## src/rtl/mem_stage_pkg.sv

```systemverilog
// Shared definitions for the mips32 MEM stage: FSM encodings, timeout default, alignment helper.
package mem_stage_pkg;

    typedef enum logic {
        MemSt_Idle = 1'b0,
        MemSt_Wait = 1'b1
    } mem_state_e;

    localparam int unsigned MEM_TIMEOUT_DEFAULT = 255;
    localparam logic [1:0]  MEM_ALIGN_MASK      = 2'b11;

    function automatic logic is_misaligned(input logic [1:0] lsb);
        return (lsb & MEM_ALIGN_MASK) != 2'b00;
    endfunction

endpackage

```

## src/rtl/mem_wb_reg.sv

```systemverilog
// MEM/WB pipeline register with load, bubble-insert (priority) and synchronous active-low reset.
module mem_wb_reg #(
    parameter int unsigned DATA_W = 32
) (
    input  logic              i_clk,
    input  logic              i_rst_n,
    input  logic              i_load,
    input  logic              i_bubble,
    input  logic              i_valid,
    input  logic              i_reg_write,
    input  logic              i_mem_to_reg,
    input  logic [4:0]        i_reg_rd,
    input  logic [DATA_W-1:0] i_alu_out,
    input  logic [DATA_W-1:0] i_mem_data,
    output logic              o_valid,
    output logic              o_reg_write,
    output logic              o_mem_to_reg,
    output logic [4:0]        o_reg_rd,
    output logic [DATA_W-1:0] o_alu_out,
    output logic [DATA_W-1:0] o_mem_data
);

    always_ff @(posedge i_clk) begin
        if (!i_rst_n || i_bubble) begin
            o_valid      <= 1'b0;
            o_reg_write  <= 1'b0;
            o_mem_to_reg <= 1'b0;
            o_reg_rd     <= '0;
            o_alu_out    <= '0;
            o_mem_data   <= '0;
        end else if (i_load) begin
            o_valid      <= i_valid;
            o_reg_write  <= i_reg_write;
            o_mem_to_reg <= i_mem_to_reg;
            o_reg_rd     <= i_reg_rd;
            o_alu_out    <= i_alu_out;
            o_mem_data   <= i_mem_data;
        end
    end

endmodule

```

## src/rtl/mem_stage.sv

```systemverilog
// mips32 MEM stage: data-memory req/ack FSM, pipeline stall and MEM/WB register.
// Optional bus-timeout abort enabled by defining MEM_TIMEOUT_EN.
module mem_stage
    import mem_stage_pkg::*;
#(
    parameter int unsigned DATA_W         = 32,
    parameter int unsigned TIMEOUT_CYCLES = MEM_TIMEOUT_DEFAULT
) (
    input  logic              Clock,
    input  logic              Reset,
    input  logic              EXMEM_Valid,
    input  logic [DATA_W-1:0] EXMEM_ALUOut,
    input  logic [DATA_W-1:0] EXMEM_WriteData,
    input  logic [4:0]        EXMEM_RegRd,
    input  logic              EXMEM_RegWrite,
    input  logic              EXMEM_MemRead,
    input  logic              EXMEM_MemWrite,
    input  logic              EXMEM_MemToReg,
    output logic              DMem_Req,
    output logic              DMem_We,
    output logic [DATA_W-1:0] DMem_Addr,
    output logic [DATA_W-1:0] DMem_WData,
    input  logic              DMem_Ack,
    input  logic [DATA_W-1:0] DMem_RData,
    output logic              MemStall,
    output logic              MEMWB_Valid,
    output logic              MEMWB_RegWrite,
    output logic              MEMWB_MemToReg,
    output logic [4:0]        MEMWB_RegRd,
    output logic [DATA_W-1:0] MEMWB_ALUOut,
    output logic [DATA_W-1:0] MEMWB_MemData,
    output logic              AddrErr,
    output logic              BusErr
);

    mem_state_e        r_state;
    mem_state_e        w_state_nxt;
    logic              r_req, r_we, r_addr_err, r_bus_err;
    logic [DATA_W-1:0] r_addr, r_wdata;
    logic              w_memop, w_misal, w_timeout;
    logic              w_issue, w_done, w_stall, w_load, w_bubble;
    logic              w_wb_reg_write, w_addr_err_nxt, w_bus_err_nxt;
    logic [DATA_W-1:0] w_wb_mem_data;

    assign w_memop = EXMEM_Valid & (EXMEM_MemRead | EXMEM_MemWrite);
    assign w_misal = is_misaligned(EXMEM_ALUOut[1:0]);

`ifdef MEM_TIMEOUT_EN
    localparam int unsigned CNT_W = $clog2(TIMEOUT_CYCLES + 1);
    logic [CNT_W-1:0] r_cnt;

    // Counts WAIT cycles since issue; abort fires when it reaches the limit.
    always_ff @(posedge Clock) begin
        if (!Reset || w_issue) begin
            r_cnt <= '0;
        end else if (r_state == MemSt_Wait) begin
            r_cnt <= r_cnt + CNT_W'(1);
        end
    end

    assign w_timeout = (r_state == MemSt_Wait) && (r_cnt == CNT_W'(TIMEOUT_CYCLES));
`else
    assign w_timeout = 1'b0;
`endif

    always_ff @(posedge Clock) begin
        if (!Reset) begin
            r_state <= MemSt_Idle;
        end else begin
            r_state <= w_state_nxt;
        end
    end

    // Ack takes priority over timeout so a late-but-valid completion is never lost.
    always_comb begin
        w_state_nxt    = r_state;
        w_issue        = 1'b0;
        w_done         = 1'b0;
        w_stall        = 1'b0;
        w_load         = 1'b0;
        w_bubble       = 1'b0;
        w_wb_reg_write = EXMEM_RegWrite;
        w_wb_mem_data  = '0;
        w_addr_err_nxt = 1'b0;
        w_bus_err_nxt  = 1'b0;
        case (r_state)
            MemSt_Idle: begin
                if (w_memop && w_misal) begin
                    w_load         = 1'b1;
                    w_wb_reg_write = 1'b0;
                    w_addr_err_nxt = 1'b1;
                end else if (w_memop) begin
                    w_stall     = 1'b1;
                    w_issue     = 1'b1;
                    w_bubble    = 1'b1;
                    w_state_nxt = MemSt_Wait;
                end else begin
                    w_load = 1'b1;
                end
            end
            MemSt_Wait: begin
                if (DMem_Ack) begin
                    w_load        = 1'b1;
                    w_done        = 1'b1;
                    w_wb_mem_data = EXMEM_MemRead ? DMem_RData : '0;
                    w_state_nxt   = MemSt_Idle;
                end else if (w_timeout) begin
                    w_load         = 1'b1;
                    w_done         = 1'b1;
                    w_wb_reg_write = 1'b0;
                    w_bus_err_nxt  = 1'b1;
                    w_state_nxt    = MemSt_Idle;
                end else begin
                    w_stall  = 1'b1;
                    w_bubble = 1'b1;
                end
            end
            default: w_state_nxt = MemSt_Idle;
        endcase
    end

    // Request latch: captured at issue, held through WAIT, request dropped on completion.
    always_ff @(posedge Clock) begin
        if (!Reset) begin
            r_req      <= 1'b0;
            r_we       <= 1'b0;
            r_addr     <= '0;
            r_wdata    <= '0;
            r_addr_err <= 1'b0;
            r_bus_err  <= 1'b0;
        end else begin
            r_addr_err <= w_addr_err_nxt;
            r_bus_err  <= w_bus_err_nxt;
            if (w_issue) begin
                r_req   <= 1'b1;
                r_we    <= EXMEM_MemWrite;
                r_addr  <= EXMEM_ALUOut;
                r_wdata <= EXMEM_WriteData;
            end else if (w_done) begin
                r_req <= 1'b0;
            end
        end
    end

    assign DMem_Req   = r_req;
    assign DMem_We    = r_we;
    assign DMem_Addr  = r_addr;
    assign DMem_WData = r_wdata;
    assign AddrErr    = r_addr_err;
    assign BusErr     = r_bus_err;
    assign MemStall   = w_stall & Reset;

    mem_wb_reg #(
        .DATA_W(DATA_W)
    ) u_mem_wb_reg (
        .i_clk        (Clock),
        .i_rst_n      (Reset),
        .i_load       (w_load),
        .i_bubble     (w_bubble),
        .i_valid      (EXMEM_Valid),
        .i_reg_write  (w_wb_reg_write),
        .i_mem_to_reg (EXMEM_MemToReg),
        .i_reg_rd     (EXMEM_RegRd),
        .i_alu_out    (EXMEM_ALUOut),
        .i_mem_data   (w_wb_mem_data),
        .o_valid      (MEMWB_Valid),
        .o_reg_write  (MEMWB_RegWrite),
        .o_mem_to_reg (MEMWB_MemToReg),
        .o_reg_rd     (MEMWB_RegRd),
        .o_alu_out    (MEMWB_ALUOut),
        .o_mem_data   (MEMWB_MemData)
    );

endmodule
```

## config.mk

```make
export PLATFORM = sky130hd
export DESIGN_NAME = mem_stage
export DESIGN_NICKNAME = d
export VERILOG_FILES = /design/src/rtl/mem_stage_pkg.sv /design/src/rtl/mem_wb_reg.sv /design/src/rtl/mem_stage.sv
export SDC_FILE = /design/constraint.sdc
export NUM_CORES = 1
export LEC_CHECK = 0
export CAP_MARGIN = 0
export CORE_MARGIN = 2
export CORE_UTILIZATION = 47
export CTS_BUF_LIST = sky130_fd_sc_hd__clkbuf_4 sky130_fd_sc_hd__clkbuf_8
export DETAILED_ROUTE_END_ITERATION = 10
export PLACE_DENSITY = 0.93
export SLEW_MARGIN = 20
export SYNTH_ARGS = -nofsm -noshare
export SYNTH_HDL_FRONTEND = slang
export SYNTH_HIERARCHICAL = 1
export SYNTH_SLANG_ARGS = --single-unit
export TNS_END_PERCENT = 1
```

## constraint.sdc

```tcl
create_clock -name Clock -period 4.11 [get_ports Clock]
set_input_delay 0.822 -clock Clock [delete_from_list [all_inputs] [get_ports Clock]]
set_output_delay 0.822 -clock Clock [all_outputs]
set_load 0.02 [all_outputs]
```

==> results.sh <==
export IMPL_outcome="finished, final reports clean"
export IMPL_peakVddDrop_uv=288
export IMPL_dp_hpwl_um=11300
export IMPL_gr_total_overflow=0
export IMPL_critPathMaxFanout=7
export IMPL_finalWorstSetupSlack_ps=504
export IMPL_synth_top_area_share=0.499
export IMPL_cts_root_buf="clkbuf_8"
export IMPL_nets=907
export IMPL_numCtsBuffers=17
export IMPL_power_frac_clock=0.394
export IMPL_num_rows=39
export IMPL_synth_edff_count=0
export IMPL_synth_cells=568
export IMPL_synth_most_common_cell="dfxtp_1"
export IMPL_wl_per_cell_um=16.3
export IMPL_wl_met3_um=1020
export IMPL_synth_area_leaders="dfxtp_1 50%, mux2i_1 24%, nand2_1 8.6%"
export IMPL_p_sw_uw=722
export IMPL_pin_count=250
export IMPL_p_comb_frac=0.142
export IMPL_die_h_um=113
export IMPL_yosysUniqueCellTypes=23
export IMPL_grt_pass1_wl_um=24300
export IMPL_ys_seq_elements=140
export IMPL_yosysWarnings=6
export IMPL_dieArea_um2=12800
export IMPL_r2r_start="r_state$_SDFF_PN0_"
export IMPL_sequentialPowerShare=0.463
export IMPL_fillers=818
export IMPL_crit_start="EXMEM_Valid"
export IMPL_p_sw_frac=0.234
export IMPL_syn_avg_cell_area_um2=9.88
export IMPL_cts_clk_slew_worst_paths_ps=70
export IMPL_synthTopCellsByCount="140 x dfxtp_1, 135 x mux2i_1, 129 x nand2_1"
export IMPL_synth_largest_area_cell="dfxtp_1"
export IMPL_post_cts_resized=0
export IMPL_initial_core_util=0.487
export IMPL_min_from="DMem_Addr[2]$_SDFFE_PN0P_"
export IMPL_drive_above_1_share=0.0543
export IMPL_grtUsageTotal=0.243
export IMPL_clk_latency_ps=440
export IMPL_grt_max_degree=69
export IMPL_critPathLaunchType="input pin"
export IMPL_p_int_mw=2.36
export IMPL_seq_area_frac_synth=0.499
export IMPL_required_ps=3290
export IMPL_drc=0
export IMPL_setup_viol=0
export IMPL_postRouteAntennaNets=0
export IMPL_antenna_found_initial=0
export IMPL_finalHoldViolCount=0
export IMPL_cts_tree="done"
export IMPL_p_leak_nw=3.62
export IMPL_cts_setup_buffers=0
export IMPL_cts_sinks=140
export IMPL_h_tree_depth=4
export IMPL_place_ws_ps=507
export IMPL_fmax_mhz=277
export IMPL_dr_pass1_iters=4
export IMPL_finalWeightedCongestion=0.803
export IMPL_syn_nets=677
export IMPL_vias=4761
export IMPL_slew_viol_final=0
export IMPL_maxSlewHeadroom=0.571
export IMPL_rsz0062_at_grt="false"
export IMPL_portBuffers=248
export IMPL_worstSetupPathType="input pin to output pin"
export IMPL_async_flop_share=0
export IMPL_worstSetupEndpointType="output pin"
export IMPL_worstMarginPinSlew_ps=644
export IMPL_grt_pass1_vias=4820
export IMPL_drtIter0Drc=249
export IMPL_holdBufCountCts=0
export IMPL_cts_path_max_buffers=2
export IMPL_fin_setup_tns_ps=0
export IMPL_syn_area_um2=5610
export IMPL_via_per_inst=4.99
export IMPL_final_setup_skew_ps=6.86
export IMPL_area_delta_synth_final_pct=50.3
export IMPL_min_period_ps=3610
export IMPL_hold_path_class="flop to flop"
export IMPL_critPathArrivalTime_ps=2780
export IMPL_n_antenna_cell=0
export IMPL_top_layer="met4"
export IMPL_wl_um=15600
export IMPL_finalCritPeriodShare=0.877
export IMPL_die_x_um=113
export IMPL_core_um2=11500
export IMPL_wl_met1_um=5770
export IMPL_synthFlopType="dfxtp_1"
export IMPL_routed_wl_met2_um=8080
export IMPL_power_density_nw_per_um2=366
export IMPL_maxCapViolCount=0
[routing by layer]
layer,GRT usage,up-vias
met5,0,-
met4,0.152,0
met3,0.0745,52
met2,0.427,191
met1,0.251,2220
li1,-,2298
[cell families (layout without fill, tap and decap cells)]
family / after synthesis / in the layout / synth area share
AND/OR/NAND/NOR: 247 / 247 / 0.190
flip-flops: 140 / 140 / 0.499
AO/OA/AOI/OAI: 3 / 3 / 0.00401
buffers and inverters: 42 / 285 / 0.0653
other: 1 / 1 / 0.000668
multiplexers: 135 / 135 / 0.241
[path summary, 6_finish.rpt]
| path | endpoint | depth (start not counted) | slack [ps] |
|---|---|---|---|
| worst max-delay path | MemStall | 5 | 500 |
| worst max register to register | u_mem_wb_reg/o_alu_out[9]$_SDFFE_PP0P_ | 6 | 1990 |
| worst min register to register | DMem_Addr[2]$_SDFFE_PN0P_ | 2 | 460 |
| worst min-delay path | DMem_Addr[2]$_SDFFE_PN0P_ | 2 | 460 |
[critical path, cell delays in order]
cell and delay [ps]:
clkdlybuf4s50_1 530, nand2b_4 80, or4_4 530, a21boi_1 150, clkdlybuf4s50_1 650
[layout make-up]
| type | instances | area (µm²) | share of cell area |
|---|---|---|---|
| sequential | 140 | 2800 | 0.332 |
| clock buffer | 27 | 347 | 0.0411 |
| multi-input combinational | 386 | 2450 | 0.290 |
| tap | 143 | 179 | 0.0212 |
| timing repair buffer | 253 | 2550 | 0.303 |
| clock inverter | 5 | 103 | 0.0122 |
[cell usage in the layout, fill, tap and decap left out]
cell and instances:
a21boi_1 3, and2_1 33, and2_4 1, and3_1 2
and3_2 1, buf_12 3, buf_4 3, bufinv_16 3
clkbuf_4 4, clkbuf_8 23, clkdlybuf4s50_1 247, clkinv_2 1
clkinvlp_4 1, conb_1 1, dfxtp_1 140, mux2i_1 135
nand2_1 129, nand2b_2 1, nand2b_4 1, nor2_1 74
nor2b_1 1, nor3_1 1, nor4_4 1, or2b_1 1
or4_4 1
[through the flow]
stage	power [mW]	instances	hold WS (ps)	utilization	instance area [µm²]
after floorplan	1.68	568	530	-	5610
after global placement	1.89	922	441	0.693	7990
after detailed placement	1.90	922	449	0.693	7990
after CTS	3.12	954	460	0.732	8430
after global routing	3.20	954	478	0.732	8430
final	3.09	954	456	0.732	8430
[power by group through the flow]
stage	clock network [mW]	logic, mW	registers [mW]
global placement	0	0.429	1.46
global route	1.30	0.466	1.44
detailed placement	0	0.438	1.46
floorplan	0	0.162	1.52
finish	1.22	0.439	1.43
CTS	1.24	0.441	1.43
No activity file was read; power rests on OpenSTA's default activity.
